### src/rtl/keypad_scanner.sv
// 4x4 matrix keypad scanner: walks active-low rows, debounces a single pressed key,
// latches its code onto A..D and holds E while the key stays down.
module keypad_scanner #(
  parameter int SCAN_DIV     = 10000,
  parameter int DEBOUNCE_CNT = 10
) (
  input  logic       CLK,
  input  logic       RESET,
  input  logic [3:0] COL,
  output logic [3:0] ROW,
  output logic       A,
  output logic       B,
  output logic       C,
  output logic       D,
  output logic       E,
  output logic       KEY_STROBE,
  output logic [1:0] DBG_STATE
);

  // Handshake: none. E is a level "key available" flag; KEY_STROBE is a
  // single-cycle pulse on the cycle E rises; A..D are valid whenever E is high
  // and keep the last code after E falls.

  typedef enum logic [1:0] {
    SCAN     = 2'd0,
    DEBOUNCE = 2'd1,
    HELD     = 2'd2,
    RELEASE  = 2'd3
  } state_t;

  localparam logic [15:0] TICK_LAST = 16'(SCAN_DIV - 1);
  localparam logic [7:0]  DB_MAX    = 8'(DEBOUNCE_CNT);

  state_t      state_q;
  logic [3:0]  col_meta_q;
  logic [3:0]  col_sync_q;
  logic [15:0] tick_cnt_q;
  logic [1:0]  row_q;
  logic [1:0]  key_col_q;
  logic [7:0]  db_cnt_q;
  logic [3:0]  code_q;
  logic        e_q;
  logic        strobe_q;

  logic        tick;
  logic        single_low;
  logic [1:0]  low_idx;

  assign tick = (tick_cnt_q == TICK_LAST);

  always_comb begin
    single_low = 1'b0;
    low_idx    = 2'd0;
    case (col_sync_q)
      4'b1110: begin single_low = 1'b1; low_idx = 2'd0; end
      4'b1101: begin single_low = 1'b1; low_idx = 2'd1; end
      4'b1011: begin single_low = 1'b1; low_idx = 2'd2; end
      4'b0111: begin single_low = 1'b1; low_idx = 2'd3; end
      default: begin single_low = 1'b0; low_idx = 2'd0; end
    endcase
  end

  // Idle value of the column lines is all-ones (pulled up), so the synchronizer resets high.
  always_ff @(posedge CLK or negedge RESET) begin
    if (!RESET) begin
      col_meta_q <= 4'hF;
      col_sync_q <= 4'hF;
      tick_cnt_q <= 16'd0;
    end else begin
      col_meta_q <= COL;
      col_sync_q <= col_meta_q;
      tick_cnt_q <= tick ? 16'd0 : tick_cnt_q + 16'd1;
    end
  end

  always_ff @(posedge CLK or negedge RESET) begin
    if (!RESET) begin
      state_q   <= SCAN;
      row_q     <= 2'd0;
      key_col_q <= 2'd0;
      db_cnt_q  <= 8'd0;
      code_q    <= 4'd0;
      e_q       <= 1'b0;
      strobe_q  <= 1'b0;
    end else begin
      strobe_q <= 1'b0;
      if (tick) begin
        case (state_q)
          SCAN: begin
            if (single_low) begin
              key_col_q <= low_idx;
              db_cnt_q  <= 8'd0;
              state_q   <= DEBOUNCE;
            end else begin
              row_q <= row_q + 2'd1;
            end
          end
          DEBOUNCE: begin
            if (single_low && (low_idx == key_col_q)) begin
              // Counter stops at DB_MAX; it is cleared again on the next entry.
              if (db_cnt_q >= DB_MAX - 8'd1) begin
                db_cnt_q <= DB_MAX;
                code_q   <= {row_q, key_col_q};
                e_q      <= 1'b1;
                strobe_q <= 1'b1;
                state_q  <= HELD;
              end else begin
                db_cnt_q <= db_cnt_q + 8'd1;
              end
            end else begin
              state_q <= SCAN;
              row_q   <= row_q + 2'd1;
            end
          end
          HELD: begin
            if (col_sync_q == 4'hF) begin
              db_cnt_q <= 8'd0;
              state_q  <= RELEASE;
            end
          end
          RELEASE: begin
            if (col_sync_q == 4'hF) begin
              if (db_cnt_q >= DB_MAX - 8'd1) begin
                db_cnt_q <= DB_MAX;
                e_q      <= 1'b0;
                state_q  <= SCAN;
                row_q    <= row_q + 2'd1;
              end else begin
                db_cnt_q <= db_cnt_q + 8'd1;
              end
            end else begin
              state_q <= HELD;
            end
          end
          default: state_q <= SCAN;
        endcase
      end
    end
  end

  assign ROW        = ~(4'b0001 << row_q);
  assign {D, C, B, A} = code_q;
  assign E          = e_q;
  assign KEY_STROBE = strobe_q;
  assign DBG_STATE  = state_q;

endmodule
### config.mk
export PLATFORM = sky130hd
export DESIGN_NAME = keypad_scanner
export DESIGN_NICKNAME = d
export VERILOG_FILES = /design/src/rtl/keypad_scanner.sv
export SDC_FILE = /design/constraint.sdc
export NUM_CORES = 1
export LEC_CHECK = 0
export ABC_AREA = 1
export ABC_CLOCK_PERIOD_IN_PS = 3900
export BUFFER_PORTS_ARGS = -buffer_cell sky130_fd_sc_hd__buf_2
export CAP_MARGIN = 20
export CORE_MARGIN = 3
export CORE_UTILIZATION = 64
export DETAILED_ROUTE_END_ITERATION = 7
export PLACE_DENSITY_LB_ADDON = 0.05
export SLEW_MARGIN = 20
export SYNTH_ARGS = -nofsm -noshare
export SYNTH_HDL_FRONTEND = slang
export SYNTH_SLANG_ARGS = --single-unit
### constraint.sdc
create_clock -name CLK -period 3.9 [get_ports CLK]
set_clock_uncertainty 0.2 [all_clocks]
set_input_delay 0.39 -clock CLK [delete_from_list [all_inputs] [get_ports CLK]]
set_output_delay 0.39 -clock CLK [all_outputs]
set_load 0.05 [all_outputs]
### Yosys cells after proc, flatten, opt, wreduce, memory -nomap -nowiden

Cells that the tools add are included.

* flip-flop bits (word level): 44
* output and inout bits: 12
* input bits: 6
* logic and storage cells: 77

* $add $sub $neg: 3
* equal/unequal tests: 20
* magnitude comparators: 1
* reduce and logical (&&, ||, !) cells: 11
* muxes and demuxes: 30
* shift-type cells: 1
* bitwise gates (word level): 1

Operator list (count)
* 8-bit 2-to-1 mux: 5
* 8-bit case mux with 4 select lines: 1
* 2-bit 2-to-1 mux: 10
* 16-bit by 1-bit adder with 16-bit output (second input constant): 1
* 16-bit by 14-bit equality test with 1-bit output (second input constant): 1
* 4-bit equality test (second input constant): 4
* 16-bit 2-to-1 mux: 1
* 2-bit inequality test (second input constant): 8
* 2-bit case mux with 3 select lines: 2
* 6-bit AND reduction: 2
* 5-bit AND reduction: 2
* 1-bit 2-to-1 mux: 9
* 8-bit by 1-bit adder with 8-bit output (second input constant): 1
* 8-bit by 4-bit greater-or-equal comparator with 1-bit output (second input constant): 1
* 2-bit case mux with 4 select lines: 1
* 3-bit inequality test (second input constant): 2
* 2-bit equality test (second input constant): 2
* 4-bit by 3-bit equality test with 1-bit output (second input constant): 1
* 4-bit inverter: 1
* 4-bit AND reduction: 1
* 4-bit OR reduction: 1
* 1-bit by 2-bit left shift with 4-bit output (first input constant): 1
* 3-bit AND reduction: 1
* 3-bit nonzero test: 1
* other kinds (7): 7

### Depth between registers and ports, before layout

Gate-level depths: netlist of the first run.

* depth in word-level cells: 7
* mapped depth: 12
* gate-level depth less buffers: 12

### Worst setup path before layout of the first run

Ideal clock, no wire load.

* path kind: reg2reg
* from: register state_q[0], in the netlist DBG_STATE[0]
* to: register db_cnt_q[1]
* data required time: 3.577 ns
* stages on the path, launching flop included: 9
* setup time: 0.123 ns
* arrival time: 1.618 ns
* period minus slack after synthesis: 1.942 ns
* setup slack: 1.958 ns
* cell sequence: dfrtp_1 -> inv_1 -> nand3_2 -> nand3_2 -> nor2_2 -> nand3_2 -> buf_6 -> nand2_2 -> o21ai_2

* cells in the longest elaborated chain, start to end: 3
* elaborated cells between the ends (all ways): 10
* those cells by class: eq/ne (7); mux (1); reduce/logical (2)

RTL lines
* start: declaration: line 34 `state_t state_q;`
* start signal: assignment: line 78 `state_q <= SCAN;`
* start signal: assignment: line 93 `state_q <= DEBOUNCE;`
* start signal: assignment: line 106 `state_q <= HELD;`
* 2-bit by 1-bit equality test with 1-bit output (tied with other cells): line 88 `case (state_q)`
* 2-bit inequality test (no source line)
* 5-bit AND reduction (no source line)
* end signal: assignment: line 108 `db_cnt_q <= db_cnt_q + 8'd1;`
* end signal: assignment: line 129 `db_cnt_q <= db_cnt_q + 8'd1;`
* end: declaration: line 40 `logic [7:0] db_cnt_q;`

Several ways; a longest one is shown, not always the timed one.
A chain may end at the register's enable or synchronous reset.

### Worst setup path in the final report of the first run

* from: register tick_cnt_q[0]
* to: register db_cnt_q[4]

* cells in the longest elaborated chain, start to end: 2

RTL lines
* start: declaration: line 37 `logic [15:0] tick_cnt_q;`
* start signal: assignment: line 72 `tick_cnt_q <= tick ? 16'd0 : tick_cnt_q + 16'd1;`
* 16-bit by 14-bit equality test with 1-bit output: line 49 `assign tick = (tick_cnt_q == TICK_LAST);`
* 5-bit AND reduction (no source line)

No other way between the ends.

==> results, run 1 <==
- The flow ran to the end, and the final reports show no timing, DRC or antenna violations.
- In this run the power spent charging and discharging nets is about 0.00017 W.
- STA classifies the critical path startpoint as a flip-flop.
- The hold-fix buffer count after cts is 4.
- The type of element capturing the critical path is a flip-flop.
- Routability-driven placement finished with a final weighted congestion of slightly above 0.8.
- The overall die height is 66.6 um.
- The relative contribution of the clock network to total power is 36.6%.
- Synthesis produced a netlist with a net count of 300.
- Data arrives at the worst endpoint at 1.96 ns.
- Power spread over the standard cell area amounts to 299 mW/mm^2.
- In this run the standard cell core region covers 0.00344 mm^2.
- The number of buffers created by CTS is 5.
- Once the clock tree was built, the resizer swapped 0 gates to a different size.
- The detailed router placed approximately 1800 vias in this run.
- The combinational power share is 3.8%.
- The XOR/XNOR share of the synthesized area is 3.35%.
- Measured against its own limit, the worst slew margin works out to 37.1%.
- At the pin with the least slew margin, the transition time is 0.943 ns.
- For the final routed database, the setup TNS stands at 0 ns.
- The fraction of layout cells with a size suffix above 1 is between 20% and 30%.
- After clock tree synthesis, the setup repair step added 0 buffers.
- The total overflow left after global routing is 0.
- The first-pass iteration count of the detailed router is 4.
- The number of standard cells after synthesis is 286.
- The number of pins with negative max-slew slack in the final report is 0.
- The critical path's largest stage delay is around 0.39 ns.
- The first routing iteration left 127 violations.
- Cell internal power was estimated by the tool at just over 0.0006 W.
- The filler cell count is roughly 270.
- Using the TritonRoute via totals, the vias-per-cell ratio works out to 4.98.
- The number of clock sinks is 44.
- The peak supply drop is between 0.0002 and 0.0003 V.
- Summing the areas of all fa, ha and maj instances in the mapped netlist gives 4.25% of the synthesized area.
- CTS built an H-tree with a depth of 2.
- For this block, the routed nets add up to around 4200 um of wire.
- The average wire per cell in the routed design is 11.7 um.
- TritonCTS built the clock tree.
- Setup repair after global routing left no endpoint under its margin.
- Counting along the longest clock path gives a buffer depth of 2.
- Of the total power, the share spent switching nets is 21.6%.
- The detailed-placement wirelength estimate is 3120 um.
- The number of I/O port buffers is 17.
- The horizontal die dimension is 66.6 um.
- The required time of the worst setup path is 3.88 ns.
- The critical path is of the flip-flop to flip-flop type.
- The post-synthesis to final-layout area growth is 11.2%.
- Once routing completed, OpenROAD measured the worst setup slack at 1.92 ns.
- During I/O placement, the number of pins put on the boundary was 18.
- The Yosys step of the flow raised 0 warnings.
- The share of the yosys chip area belonging to registers is 47.2%.
- The via count of the first global-routing pass was 1727.
- The post-layout net count is 327.
- Of the total synthesized cell area, the portion taken by AND, OR, NAND and NOR gates is 31.6%.
- The combined area of all synthesized cells is 0.00235 mm^2.
- The class of the tightest hold or removal check is primary input to async pin.
- The count of nets left with antenna violations after detail routing is 0.
- After routing the design area is 0.00262 mm^2.
- The static power due to leakage is 1.41 nW.
- Counting flops and latches in the post-synthesis netlist gives 44.
- Summing the areas of all compound-gate instances in the mapped netlist gives 4.63% of the synthesized area.
- The floorplan step defined a die boundary enclosing 0.00444 mm^2.
- The hold violation total from the final report is 0.
- The top cell types in the final layout, fill and taps aside, are 70 x sky130_fd_sc_hd__nand2_1, 46 x sky130_fd_sc_hd__inv_1, 36 x sky130_fd_sc_hd__dfrtp_1.
- The clock transition at the registers of the reported paths is 0.08 ns.
- Setup violations remaining at the end of the flow were counted as 0.
- Entering global routing, the biggest net connects 45 pins.
- The critical-path cell with the highest stage delay is sky130_fd_sc_hd__dfrtp_1.
- The post-place setup slack is 1.96 ns.
- The clock period minus worst slack is 1.98 ns.
- By area, the combinational part of the netlist is dominated by simple AND/OR/NAND/NOR gates.
- Along the worst path, the maximum fanout reaches 11.
- The multiplexer area fraction after synthesis is 0%.
- At the later pin of the worst-skew pair, clock insertion delay measures 0.30 ns.
- The initial antenna violation count was 0.
- The number of library cell types mapped by synthesis is 28.
- Sequential cells burn 59.6% of the power.
- The initial standard-cell utilization of the core is 68.4%.
- Across the run, the number of max-cap violations was 0.
- The antenna diode count is 0.
- The library cell used most frequently in the layout, excluding fill and tap cells, is sky130_fd_sc_hd__nand2_1.
- Walking the worst path, the cells encountered are ha_1, nand2_1, nor2_2, inv_2, nor2_4, nand3_2, nor2_2, nand3_2, nand2_1, inv_1.
- In this run the mean area of a mapped cell was approximately 8.2 um^2.
- The area of placed instances is 0.00248 mm^2.
- In the routed design, unresolved DRC markers number 0.
- The first global-routing pass estimated 7390 um of wire.
- The share of the clock period used by the worst path after layout is between 50% and 60%.
- The floorplan has 21 rows.
- The cell sitting at the root of the clock tree is a sky130_fd_sc_hd__clkbuf_8.
- Based on the critical path, the design can be clocked at up to slightly above 500 MHz.
- In the global route stage, overall resource usage came out at 21.9%.
[logic make-up after synthesis]
| group | Yosys count |
|---|---|
| fa+ha+maj | 8 |
| flops | 44 |
| xor+xnor | 9 |
| simple gates | 152 |
| buf+inv | 54 |
| compound gates | 19 |
[area by class of cell]
| class | count | area, um^2 | area share (%) |
|---|---|---|---|
| Tap cell | 46 | 57.6 | 2.20 |
| Timing Repair Buffer | 21 | 125 | 4.78 |
| Multi-Input combinational cell | 188 | 1030 | 39.4 |
| Clock buffer | 6 | 82.6 | 3.15 |
| Clock inverter | 2 | 10.0 | 0.382 |
| Sequential cell | 44 | 1110 | 42.4 |
| Inverter | 53 | 200 | 7.65 |
[critical path, delay by kind of cell (launching register included)]
family | cells | cell delay (ns)
adder cells (fa/ha/maj) | 1 | 0.19
buffers and inverters | 2 | 0.12
flip-flops | 1 | 0.39
AND/OR/NAND/NOR | 7 | 0.96
[state kept, by name, summed over array words and instances, names as in the netlist]
register / flops
tick_cnt_q: 16
col_sync_q: 4
col_meta_q: 4
KEY_STROBE: 1
db_cnt_q: 8
E: 1
code_q: 4
row_q: 2
key_col_q: 2
DBG_STATE: 2
[stage by stage]
step           instances  total power [W]  utilization [%]  hold WS, ns
2_1_floorplan        286         0.000488                -       -0.106
3_3_place_gp         348         0.000501             72.2        0.146
3_5_place_dp         348         0.000502             72.2        0.147
4_1_cts              360         0.000792             76.0       0.0623
5_1_grt              360         0.000813             76.0       0.0915
6_report             360         0.000783             76.0       0.0283
[path summary, 6_finish.rpt]
check / start / end / slack, ns / depth (start not counted)
max reg2reg: tick_cnt_q[0] / db_cnt_q[4] / 1.92 / 10
max: tick_cnt_q[0] / db_cnt_q[4] / 1.92 / 10
min reg2reg: col_meta_q[1] / col_sync_q[1] / 0.16 / 0
max in group asynchronous: RESET / tick_cnt_q[14] / 2.87 / 1
min in group CLK: col_meta_q[1] / col_sync_q[1] / 0.16 / 0
min: RESET / tick_cnt_q[7] / 0.03 / 1
[per-layer routing]
metal | share of wire [%] | routed length (um) | GRT usage (%) | vias to the layer above
met5 | 0 | 0 | 0 | -
met4 | 1.4 | 58 | 6.85 | 0
met3 | 4.5 | 188 | 4.55 | 5
met2 | 47 | 1990 | 35.3 | 40
met1 | 47 | 1970 | 29.5 | 817
li1 | - | - | - | 929
[power by group through the flow]
stage               registers, W  logic [W]  clock network, W
finish                  0.000466  0.0000299          0.000286
CTS                     0.000466  0.0000303          0.000295
global placement        0.000474  0.0000267                 0
detailed placement      0.000475  0.0000272                 0
floorplan               0.000474  0.0000135                 0
global route            0.000467  0.0000344          0.000312
[synth_stat cells, drive strengths merged]
library cell / count / area (um^2)
a21oi: 3 / 15.0
nor3: 4 / 30.0
nand3: 26 / 155
nand2: 79 / 319
xor2: 7 / 61.3
dfstp: 8 / 210
buf: 1 / 11.3
o21ai: 15 / 86.3
o31ai: 1 / 7.51
nand3b: 1 / 20.0
clkinv: 3 / 12.5
dfrtp: 36 / 901
ha: 8 / 100
or2: 1 / 6.26
nor2: 35 / 175
inv: 50 / 188
nand4: 6 / 37.5
xnor2: 2 / 17.5
Note: power is estimated with default switching activity, not from simulation.
==> inputs of run 2 (changes only) <==
Settings changed: ABC_CLOCK_PERIOD_IN_PS 3900 to 1600, CORE_UTILIZATION 64 to 54.
Clock period 3.9 ns to 1.6 ns, I/O delays scaled along.
==> results, run 2 (synthesis gave the netlist of run 1 again) <==
- The setup violation total in the final timing report is 33 (+33).
- The filler cell count is 210 (-21%).
- The post-layout net count is 385 (+18%).
- The arrival time at the worst endpoint is 1.89 ns (-0.07 ns).
- The startpoint of the worst-slack reg-to-reg timing path is tick_cnt_q[0].
- The total global routing track utilization is 23.3% (+1.4 points).
- The endpoint of the most critical register-to-register path is db_cnt_q[3].
- The clock transition at the registers of the reported paths was 0.09 ns (about the same).
- The first-pass GRT wire length is 9380 um (+27%).
- The cell count after placement is 391 (+12%).
- The relative slew slack came to 76.6% (+39 points).
- The boundary pin count is 18 (unchanged).
- The achievable frequency is 526 MHz (+4.0%).
- The share of the clock period used by the worst path after layout is 119% (+68 points).
- The worst setup slack for register-to-register paths is -0.30 ns (-2.22 ns).
- The most common cell after layout, fill and taps aside is sky130_fd_sc_hd__nand2_1.
- The fraction of layout cells with a size suffix above 1 was 50.5% (+29 points).
- The critical path's largest stage delay was 0.39 ns (about the same).
- The number of non-filler instances in the completed layout is 422 (+17%).
- The total vias in the final route came to 2201 (+23%).
- The peak supply drop is 0.000658 V (+130%).
- The required time of the worst setup path came to 1.59 ns (-2.29 ns).
- The internal portion of total power is 0.00166 W (+170%).
- The class of the tightest hold or removal check is primary input to async pin.
- The horizontal die dimension is 72.0 um (+8.1%).
- The portion of total power attributed to sequential cells is 53.0% (-6.6 points).
- The total of max-cap violations is 0 (unchanged).
- The worst hold slack across all endpoints is 0.148 ns (+0.120 ns).
- The routed wire length on met3 is 257 um (+37%).
- The largest net degree at the start of global routing is 45 (unchanged).
- The power dissipated by switching net loads is 0.000484 W (+190%).
- The number of pins with negative max-slew slack in the final report is 0 (unchanged).
- The number of standard-cell rows in the floorplan came to 23 (+9.5%).
- The overall die height is 72.0 um (+8.1%).
- The number of buffers created by CTS is 5 (unchanged).
- In the layout the commonest cells are 50 x sky130_fd_sc_hd__nand2_1, 41 x sky130_fd_sc_hd__buf_4, 35 x sky130_fd_sc_hd__inv_1.
- The via count of the first global-routing pass is 2161 (+25%).
- The total negative slack came to -6.56 ns (-6.56 ns).
- From synthesis to final layout, the design area changed by 50.3%.
- The worst-skew pair later-pin latency is 0.30 ns (about the same).
- The largest individual stage delay along the critical path comes from the cell sky130_fd_sc_hd__dfrtp_1.
- The category of the worst setup path launch point is a flip-flop.
- The detailed-placement wirelength estimate was 3380 um (+8.2%).
- The clock period minus worst slack is 1.90 ns (-0.0759 ns).
- The critical path ends at db_cnt_q[3].
- The total routed wirelength was 6340 um (+51%).
- The routed length on met1 came to 2430 um (+23%).
- By startpoint and endpoint, the worst setup path is classified as flip-flop to flip-flop.
- The logic depth of the worst register-to-register path is 11 (+1).
- The run finished, with violations left.
- The biggest fanout along the worst timing path is 3 (-8).
- In the final layout, the registers with the most flip-flops are tick_cnt_q: 16 flops, db_cnt_q: 8 flops.
- The largest register by flop count is tick_cnt_q.
- The setup slack of the critical path after layout came to -0.301 ns (-2.22 ns).
- By instance count, the cell type seen most on the critical path is sky130_fd_sc_hd__nor2_4.
- The sum of met2 wire segment lengths after detailed routing is 3370 um (+69%).
- The average wire per cell in the routed design is 15.0 um (+28%).
- Setup repair after global routing could not meet its margin everywhere.
- The relative contribution of the clock network to total power is 41.1% (+4.5 points).
- The total overflow reported by the global router is 0 (unchanged).
- The hold violation total from the final report was 0 (unchanged).
- The clock root buffer is sky130_fd_sc_hd__clkbuf_8.
- The maximum number of buffers from clock root to sink was 2 (unchanged).
- The placer's final routability congestion estimate is 0.819 (-0.27%).
- The static power due to leakage was 1.80 nW (+28%).
- The antenna diode count came to 0 (unchanged).
- The number of vias per cell is 5.22 (+4.8%).
- The depth of the CTS H-tree is 2 (unchanged).
- The violation count after the first detailed-route iteration is 118 (-7.1%).
- The final reports fail on negative setup slack.
- The flip-flop count of the largest register, all copies and words added is 16 (unchanged).
- The worst setup path is captured at a flip-flop.
- Traced cell by cell, the critical path runs through ha_2, nand2_2, nor2_4, inv_2, nor2_4, nand3_4, nor2_4, buf_6, nand4_1, nand2_1, inv_1.
- The transition time at the pin with the least slew margin came to 0.351 ns (-0.593 ns).
- The initial antenna violation count was 0 (unchanged).
- The top routing layer in use is met4.
- The first-pass iteration count of the detailed router came to 5 (+1).
- The initial standard-cell utilization of the core is 57.2% (-11 points).
- TritonCTS built the clock tree.
- The count of nets left with antenna violations after detail routing is 0 (unchanged).
- The total core area is 0.00412 mm^2 (+20%).
- The number of I/O port buffers was 17 (unchanged).
- The combinational power share is 5.9% (+2.1 points).
- The power density over cell area is 607 mW/mm^2 (+100%).
- The launch point of the worst path is tick_cnt_q[0].
- The proportion of total power due to net switching is 22.5% (+0.98 points).
- The number of clock sinks is 44 (unchanged).
- The sum of internal, switching and leakage power is 0.00215 W (+170%).
- The die area is 0.00519 mm^2 (+17%).
- The residual DRC count is 0 (unchanged).
[run 2: cell count changes in the layout (fill, tap and decap cells not counted), sizes merged]
cell         before  now
buf              17   72
clkinv            5    3
dlygate4sd3       4    5
clkbuf            6    8
nand3b            1    2
nand3            26   27
[run 2: how the worst min path moves through the flow]
stage                endpoint  slack [ns]  depth (start not counted)
3_3_place_gp   tick_cnt_q[12]       -0.05                          2
3_5_place_dp   tick_cnt_q[12]       -0.05                          2
6_report       tick_cnt_q[10]        0.15                          3
4_1_cts        tick_cnt_q[12]        0.16                          3
2_1_floorplan    DBG_STATE[0]       -0.34                          0
5_1_grt         col_sync_q[3]        0.16                          0
[run 2: layout make-up]
type / instances / area [um^2] / area share [%]
clock buffers: 8 / 121 / 3.43
inverters: 53 / 215 / 6.08
multi-input cells: 190 / 1390 / 39.3
flip-flops and latches: 44 / 1110 / 31.5
well taps: 50 / 62.6 / 1.77
repair buffers: 77 / 634 / 17.9
[run 2: power by group through the flow]
stage	registers, W	clock network [W]	logic, W
floorplan	0.00116	0	0.0000330
global placement	0.00116	0	0.0000736
detailed placement	0.00116	0	0.0000757
CTS	0.00114	0.000887	0.000109
global route	0.00114	0.000939	0.000138
finish	0.00114	0.000883	0.000127
[run 2: timing repair]
action                     CTS  global route
cloned                       2             0
pin swaps                   25            27
hold endpoints to repair    48             0
buffers inserted             8            16
setup endpoints to repair   32            38
gates resized for setup     65            55
hold buffers                 5             0
[run 2: metrics by stage]
stage / setup slack [ns] / instance area, um^2 / util, %
finish: -0.301 / 3540 / 86.0
global route: -0.402 / 3540 / 86.0
CTS: -0.185 / 3280 / 79.7
detailed placement: -0.313 / 2810 / 68.2
global placement: -0.270 / 2810 / 68.2
floorplan: -0.113 / 2360 / -
[run 2: per-layer routing]
metal | GRT usage, % | vias up
met5 | 0 | -
met4 | 11.3 | 0
met3 | 5.26 | 23
met2 | 41.6 | 56
met1 | 26.0 | 1066
li1 | - | 1056
[run 2: worst max-delay path: cells and delay by family, from the launching register on]
kind                       cells  cell delay [ns]
buffers and inverters          3             0.23
and+or+nand+nor                7             0.78
adders and majority gates      1             0.21
DFF                            1             0.39
